File: config.mk
export PLATFORM = sky130hd
export DESIGN_NAME = x_settle_monitor
export DESIGN_NICKNAME = d
export VERILOG_FILES = /design/src/rtl/x_settle_monitor_pkg.sv /design/src/rtl/x_sticky_tracker.sv /design/src/rtl/x_settle_monitor.sv
export SDC_FILE = /design/constraint.sdc
export NUM_CORES = 1
export LEC_CHECK = 0
export ABC_AREA = 0
export CORE_ASPECT_RATIO = 2
export CORE_MARGIN = 1.5
export CORE_UTILIZATION = 55
export DETAILED_ROUTE_END_ITERATION = 16
export GPL_TIMING_DRIVEN = 0
export MAX_ROUTING_LAYER = met4
export PLACE_DENSITY = 0.84
export SLEW_MARGIN = 20
export SYNTH_ARGS = -nofsm -noshare
export SYNTH_HDL_FRONTEND = slang
export SYNTH_SLANG_ARGS = --single-unit
File: constraint.sdc
create_clock -name clk -period 6.18 [get_ports clk]
set_input_delay 1.236 -clock clk [delete_from_list [all_inputs] [get_ports clk]]
set_output_delay 1.236 -clock clk [all_outputs]
set_load 0.02 [all_outputs]
File: src/rtl/x_settle_monitor_pkg.sv
// Shared types for the X-settle observation stage: FSM states and the
// three-valued encoding used for netlist outputs.
package x_settle_monitor_pkg;

  typedef enum logic [1:0] {
    IDLE    = 2'd0,
    OBSERVE = 2'd1,
    DONE    = 2'd2
  } state_t;

  // One netlist output: x=1 means unknown, val is meaningful only when x=0.
  typedef struct packed {
    logic x;
    logic val;
  } tri_val_t;

endpackage

File: src/rtl/x_sticky_tracker.sv
// Per-signal sticky history: has the signal ever been X, has it ever been
// known, and has it gone from known back to X inside the current window.
module x_sticky_tracker
  import x_settle_monitor_pkg::*;
(
  input  logic     clk,
  input  logic     rst,
  input  logic     clr,
  input  logic     en,
  input  tri_val_t sig,
  output logic     x_seen,
  output logic     relapse
);

  logic known_once;

  // The value bit is carried for debug visibility only and never drives state.
  logic unused_val;
  assign unused_val = sig.val;

  // Accumulate X history while observing; clear on reset or a new window.
  always_ff @(posedge clk) begin
    // NOTE: sequential state uses non-blocking assignments so every register
    // samples the pre-edge values; relapse below depends on the old known_once.
    if (rst || clr) begin
      x_seen     <= 1'b0;
      known_once <= 1'b0;
      relapse    <= 1'b0;
    end else if (en) begin
      x_seen     <= x_seen | sig.x;
      known_once <= known_once | ~sig.x;
      relapse    <= relapse | (known_once & sig.x);
    end
  end

endmodule

File: src/rtl/x_settle_monitor.sv
// Watches a netlist's outputs after a start request and reports whether the
// required ones settle to known values (and when) or stay stuck at X.
module x_settle_monitor
  import x_settle_monitor_pkg::*;
#(
  parameter int N_SIG       = 6,
  parameter int SETTLE_HOLD = 2,
  parameter int STUCK_LIMIT = 16,
  parameter int CNT_W       = 8
) (
  input  logic             clk,
  input  logic             rst,
  input  logic             start,
  input  logic [N_SIG-1:0] sig_val,
  input  logic [N_SIG-1:0] sig_x,
  input  logic [N_SIG-1:0] must_settle,
  output logic             busy,
  output logic             done,
  output logic             settled,
  output logic [CNT_W-1:0] settle_cycles,
  output logic [N_SIG-1:0] stuck_mask,
  output logic [N_SIG-1:0] x_seen_mask,
  output logic [N_SIG-1:0] relapse_mask
);

  if (SETTLE_HOLD < 1 || STUCK_LIMIT < SETTLE_HOLD ||
      64'(STUCK_LIMIT) >= (64'd1 << CNT_W) || N_SIG < 1) begin : g_bad_params
    $error("x_settle_monitor: illegal parameter combination");
  end

  localparam logic [CNT_W-1:0] CNT_ONE = CNT_W'(1);
  localparam logic [CNT_W-1:0] HOLD_C  = CNT_W'(SETTLE_HOLD);
  localparam logic [CNT_W-1:0] LIMIT_C = CNT_W'(STUCK_LIMIT);

  state_t                 state;
  logic [N_SIG-1:0]       req_mask;
  logic [CNT_W-1:0]       cyc_cnt;
  logic [CNT_W-1:0]       hold_cnt;
  logic [CNT_W-1:0]       cyc_next;
  logic [CNT_W-1:0]       hold_next;
  logic                   all_known;
  logic                   accept;
  tri_val_t [N_SIG-1:0]   obs;

  assign accept = (state == IDLE) && start;

  // Next-cycle counter values for the current observation cycle.
  always_comb begin
    // NOTE: every always_comb output gets a default first so no path
    // leaves it unassigned and infers a latch.
    cyc_next  = cyc_cnt + CNT_ONE;
    all_known = ((sig_x & req_mask) == '0);
    hold_next = '0;
    if (all_known) hold_next = hold_cnt + CNT_ONE;
  end

  // Per-signal sticky X history, cleared by an accepted start.
  for (genvar i = 0; i < N_SIG; i++) begin : g_track
    assign obs[i] = '{x: sig_x[i], val: sig_val[i]};

    x_sticky_tracker u_track (
      .clk     (clk),
      .rst     (rst),
      .clr     (accept),
      .en      (state == OBSERVE),
      .sig     (obs[i]),
      .x_seen  (x_seen_mask[i]),
      .relapse (relapse_mask[i])
    );
  end

  // Window FSM with counters and registered result outputs.
  always_ff @(posedge clk) begin
    if (rst) begin
      state         <= IDLE;
      req_mask      <= '0;
      cyc_cnt       <= '0;
      hold_cnt      <= '0;
      busy          <= 1'b0;
      done          <= 1'b0;
      settled       <= 1'b0;
      settle_cycles <= '0;
      stuck_mask    <= '0;
    end else begin
      case (state)
        IDLE: begin
          done <= 1'b0;
          if (start) begin
            state         <= OBSERVE;
            busy          <= 1'b1;
            req_mask      <= must_settle;
            cyc_cnt       <= '0;
            hold_cnt      <= '0;
            settled       <= 1'b0;
            settle_cycles <= '0;
            stuck_mask    <= '0;
          end
        end
        OBSERVE: begin
          cyc_cnt  <= cyc_next;
          hold_cnt <= hold_next;
          // Settle wins over stuck when both happen on the same cycle.
          if (hold_next == HOLD_C) begin
            state         <= DONE;
            done          <= 1'b1;
            settled       <= 1'b1;
            settle_cycles <= cyc_next;
          end else if (cyc_next == LIMIT_C) begin
            state         <= DONE;
            done          <= 1'b1;
            settled       <= 1'b0;
            settle_cycles <= '0;
            stuck_mask    <= sig_x & req_mask;
          end
        end
        DONE: begin
          state <= IDLE;
          done  <= 1'b0;
          busy  <= 1'b0;
        end
        default: begin
          state <= IDLE;
          done  <= 1'b0;
          busy  <= 1'b0;
        end
      endcase
    end
  end

endmodule

==> results.cfg, run 1 <==
[global_routing]
grt_use_total_pct = 29.1
grt_pass1_vias = 2342
grt_pass1_wl_microns = 10900
grt_max_degree = 11
antenna_found_initial = 0
grt_overflow = 0

[synth]
netlist_area_sq_um = 2610
synth_seq_cells = 59
synth_cell_type_count = 47
ys_async_sr_fraction_pct = 0
syn_nets = 330
synth_ff_type = dfxtp_1
yosysSeqAreaShare_pct = 45.3
avgSynthCellArea_sq_um = 8.50
synth-edff-count = 0
syn_inst = 307
yosysWarnings = 0

[cells_and_area]
final_cells = 420
synthToLayoutAreaGrowth_pct = 26.2
final_area_sq_um = 3290
layout-drive-gt1-share_pct = 11.5
n_antenna_cell = 0
nets = 383

[sta]
skew_ns = 0.00482
rsz0062_at_grt = no
max_freq_mhz = 295
hold_viol = 0
finalCritPeriodShare_pct = 54.8
tightest_slew_ns = 1.04
period_needed_ns = 3.39
drv_slew = 0
relSlewSlack_pct = 30.2
fin_setup_tns_ns = 0
setup_viol = 0

[power]
power_density_nw_per_um2 = 251
peakVddDrop_mv = 0.163
power_leakage_nw = 1.20

[flow_run]
cap_violations = 0

[setup_path]
crit_fanout = 10
arrival_ns = 3.60
path_class = input port to flop
worstSetupStartpointType = input port
cp_top_family = simple AND/OR/NAND/NOR gates
reg2reg_slack_ns = 3.60
cp-end-kind = flop
crit_slowest_cell = nor3b_1
cp_num_buf_inv = 3
cpPeakStageDelay_ns = 0.86
crit_path_cell_trace = clkdlybuf4s50_1, nor3b_1, or2_2, buf_2, buf_1, nor2_1
cp.required_ns = 6.39

[detailed_routing]
wl_per_cell_microns = 15.8
vias_per_cell = 5.81
drt_first_pass_iters = 4
ant_nets = 0
drt-initial-drc-count = 94
num_vias = 2442
routed_wl_microns = 6630
drc_errors = 0

[floorplanning]
rows = 35
dieHeight_microns = 100
placeableCoreArea_sq_um = 4600
ioPinCount = 50
initial_core_util_pct = 56.8
die_w_microns = 51.7
dieArea_sq_um = 5190

[clock_network]
clk_pin_slew_ns = 0.06
worst_skew_pair.late_latency_ns = 0.34
cts_setup_buffers = 0
postCtsHoldBufs = 0
tritoncts = done
cts-buffers-inserted = 9
cts_root_buf = clkbuf_8
cts_resized = 0
cts_max_level = 3
cts.path.max_buffers = 2
cts.sinks = 59

[run_status]
outcome = complete, no violations

[placed_design]
dpl.hpwl_microns = 4670
place_inst = 404
gp_congestion = 0.949
io_buffers = 42
post_dp_cell_area_sq_um = 3100

[worst_hold_path]
hp-class = flop to flop
-- layout by cell type (no fill, tap or decap), types with 2 or more instances in the layout --
cell type / netlist / final
nand2_1: 25 / 25
o21ai_0: 12 / 12
ha_1: 2 / 2
xnor2_1: 6 / 6
clkbuf_1: 9 / 10
or3_1: 2 / 2
nand3_1: 8 / 8
clkbuf_8: 0 / 10
clkdlybuf4s50_1: 0 / 42
o211ai_1: 6 / 6
a31oi_1: 10 / 10
dfxtp_1: 59 / 59
inv_1: 7 / 7
a211oi_1: 2 / 2
and3_1: 6 / 6
xor2_1: 5 / 5
a22oi_1: 6 / 6
a21oi_1: 27 / 27
buf_1: 2 / 2
buf_2: 4 / 4
nor3_1: 6 / 6
nand3b_1: 4 / 4
buf_4: 12 / 12
clkinv_2: 0 / 3
a32o_1: 6 / 6
o32ai_1: 3 / 3
nor2_1: 55 / 55
-- worst reg2reg max path, cell delays in order (launching register included) --
cell and delay, ns:
dfxtp_1 0.45, ha_1 0.18, clkbuf_1 0.25, xor2_1 0.11, or4_1 0.44, a211oi_1 0.36
a31oi_2 0.28, o211ai_1 0.28, a21oi_1 0.09
-- cells in the mapped netlist (all sizes together), types with 3 or more instances --
cell type / n / share of area [%]
dfxtp: 59 / 45
nor2: 56 / 8.1
a21oi: 27 / 5.2
nand2: 26 / 3.8
buf: 18 / 4.5
o21ai: 13 / 2.6
a31oi: 11 / 2.9
clkbuf: 9 / 1.3
nand3: 9 / 2.2
and3: 7 / 1.7
inv: 7 / 1.0
a22oi: 6 / 1.7
a32o: 6 / 2.3
nor3: 6 / 1.2
o211ai: 6 / 1.7
xnor2: 6 / 2.0
xor2: 5 / 1.7
nand3b: 4 / 1.2
o32ai: 3 / 1.0
-- sequential cells by signal, indices dropped and copies added, names as in the netlist --
signal	flops
state	2
cyc_cnt	8
settled	1
done	1
stuck_mask	6
busy	1
g_track.u_track.x_seen	6
hold_cnt	8
settle_cycles	8
g_track.u_track.known_once	6
g_track.u_track.relapse	6
req_mask	6
-- final cells by class --
cell class,count,area (sq um)
clock buffer,11,141
buffer,27,151
sequential,59,1180
multi-input combinational,214,1250
timing repair buffer,42,420
tap,55,68.8
inverter,7,26.3
clock inverter,5,52.6
fill,373,1310
-- cells by family (layout without fill, tap and decap cells) --
logic type / Yosys count / after routing / synth area share, %
compound gates: 81 / 81 / 21.2
buf+inv: 34 / 92 / 6.81
fa+ha+maj: 2 / 2 / 0.959
simple gates: 120 / 120 / 22.1
xor+xnor: 11 / 11 / 3.69
flops: 59 / 59 / 45.3
-- layer usage --
| layer | track usage [%] | part of all wire [%] | vias up |
|---|---|---|---|
| li1 | - | - | 1181 |
| met1 | 28.5 | 37 | 1157 |
| met2 | 51.1 | 55 | 80 |
| met3 | 6.55 | 4.1 | 24 |
| met4 | 16.0 | 3.5 | 0 |
| met5 | - | 0 | - |
-- metrics by stage --
step / hold slack [ns] / setup WS (ns) / utilization [%] / total power [mW]
2_1_floorplan: 0.438 / 3.52 / - / 0.453
3_3_place_gp: 0.448 / 2.49 / 67.4 / 0.485
3_5_place_dp: 0.458 / 2.43 / 67.4 / 0.487
4_1_cts: 0.468 / 2.78 / 71.6 / 0.830
5_1_grt: 0.488 / 2.61 / 71.6 / 0.853
6_report: 0.463 / 2.79 / 71.6 / 0.826
-- final timing paths --
path	start	to	depth (start not counted)
worst max-delay path	start	g_track[0].u_track.known_once	6
worst min-delay path	done	done	2
worst max register to register	hold_cnt[0]	settle_cycles[6]	8
worst min register to register	done	done	2
-- report_power, final --
group	internal, mW	switching, mW	total (mW)
Sequential	0.389	0.00778	0.397
Clock	0.195	0.150	0.345
Combinational	0.0310	0.0533	0.0843
Total	0.615	0.211	0.826
Note: power is estimated with default switching activity, not from simulation.
==> run 2: changes to the inputs <==
Settings changed: CORE_UTILIZATION 55 to 46, PLACE_DENSITY 0.84 to 0.75.
Clock period 6.18 ns to 3.1 ns, I/O delays scaled along.
==> run 2 against run 1 <==
Compared with the run above: clock skew is essentially flat; sequential share of layout area grew 0.23 points; die area grew 19%; first-iteration DRC count shrank 20%; final area shrank 0.65%; worst setup slack lost 2.4 ns; total power grew 89%; global-route usage shrank 6.2 points; highest routed layer unchanged.
==> results.cfg, run 2 (synthesized netlist as in run 1, its figures left out) <==
[detailed_routing]
ant_nets = 0
wl_per_cell_microns = 15.5
routed_wl_microns = 6550
num_vias = 2334
drt_first_pass_iters = 4
drt-initial-drc-count = 75
vias_per_cell = 5.52
drc_errors = 0

[setup_path]
reg2reg_from = hold_cnt[0]
cp.required_ns = 3.32
cp-startpoint = start
path_class = input port to flop
arrival_ns = 2.94
crit_fanout = 10
worstSetupStartpointType = input port
cp-end-kind = flop

[placed_design]
post_dp_cell_area_sq_um = 3110
io_buffers = 42
place_inst = 409
dpl.hpwl_microns = 4810
gp_congestion = 0.871

[cells_and_area]
n_antenna_cell = 0
final_common_cell = dfxtp_1
final_cell_mix = dfxtp_1 (59), nor2_1 (55), clkdlybuf4s50_1 (42)
final_cells = 423
layout-drive-gt1-share_pct = 11.3
nets = 383
synthToLayoutAreaGrowth_pct = 25.4
largestRegisters = cyc_cnt: 8 flops, hold_cnt: 8 flops, settle_cycles: 8 flops
final_area_sq_um = 3270

[clock_network]
clk_pin_slew_ns = 0.06
postCtsHoldBufs = 0
worst_skew_pair.late_latency_ns = 0.34
cts_resized = 0
cts.path.max_buffers = 2
cts.sinks = 59
tritoncts = done
cts_setup_buffers = 0
cts_root_buf = clkbuf_8
cts-buffers-inserted = 9
cts_max_level = 3

[global_routing]
grt_overflow = 0
antenna_found_initial = 0
grt_pass1_vias = 2238
grt_use_total_pct = 22.9
grt_pass1_wl_microns = 10300
grt_max_degree = 11

[power]
swShare_pct = 26.0
intPower_mw = 1.16
fin_total_pwr_mw = 1.56
power_leakage_nw = 1.19
seqPwrFrac_pct = 50.5
p_clk_share_pct = 38.8
combPwrFrac_pct = 10.7
power_density_nw_per_um2 = 478
peakVddDrop_mv = 0.374
p_switching_mw = 0.407

[floorplanning]
dieHeight_microns = 110
ioPinCount = 50
placeableCoreArea_sq_um = 5470
initial_core_util_pct = 47.7
die_w_microns = 56.3
dieArea_sq_um = 6160
rows = 38

[sta]
tightest_slew_ns = 1.03
setup_viol = 0
max_freq_mhz = 366
drv_slew = 0
rsz0062_at_grt = no
skew_ns = 0.00508
relSlewSlack_pct = 30.9
period_needed_ns = 2.73
finalCritPeriodShare_pct = 88.0
hold_viol = 0

[flow_run]
cap_violations = 0

[run_status]
outcome = complete, no violations

[worst_hold_path]
min_from = stuck_mask[2]
hp-class = flop to flop
[run 2: changes by cell type in the layout (fill, tap and decap cells not counted), sizes merged]
cell	change
bufinv	-1
clkinvlp	-1
[run 2: path summary, 6_finish.rpt]
check	end	slack, ns	cells after the start
worst min-delay path	stuck_mask[2]	0.46	1
worst min register to register	stuck_mask[2]	0.46	1
worst max-delay path	g_track[4].u_track.x_seen	0.37	6
worst max register to register	settle_cycles[1]	0.61	8
[run 2: metrics by stage]
| stage | TNS, ns | hold WS [ns] | setup slack [ns] | util, % |
|---|---|---|---|---|
| finish | 0 | 0.465 | 0.371 | 59.8 |
| global route | 0 | 0.488 | 0.196 | 59.8 |
| CTS | 0 | 0.468 | 0.319 | 59.8 |
| detailed placement | -0.321 | 0.454 | -0.0412 | 56.8 |
| global placement | -0.00728 | 0.448 | -0.00549 | 56.8 |
| floorplan | 0 | 0.438 | 0.984 | - |
[run 2: critical path, stage by stage]
cell,delay [ns]
clkdlybuf4s50_1,0.51
nor3b_1,0.85
or2_2,0.26
buf_2,0.22
buf_1,0.39
nor2_1,0.10
[run 2: layout make-up]
cell class / count / area [sq um]
Fill cell: 502 / 2200
Multi-Input combinational cell: 214 / 1250
Sequential cell: 59 / 1180
Timing Repair Buffer: 42 / 420
Clock buffer: 11 / 151
Buffer: 27 / 151
Tap cell: 60 / 75.1
Inverter: 7 / 26.3
Clock inverter: 3 / 15.0
[run 2: layer usage]
layer | wire (microns) | up-vias | GRT usage, %
li1 | - | 1181 | -
met1 | 2490 | 1081 | 22.0
met2 | 3600 | 60 | 41.8
met3 | 239 | 12 | 5.06
met4 | 216 | 0 | 12.6
met5 | 0 | - | -
[run 2: power by group through the flow]
stage	clock, mW	combinational (mW)	sequential, mW
2_1_floorplan	0	0.0991	0.805
3_3_place_gp	0	0.163	0.806
3_5_place_dp	0	0.167	0.807
4_1_cts	0.619	0.168	0.790
5_1_grt	0.653	0.183	0.792
6_report	0.606	0.167	0.790
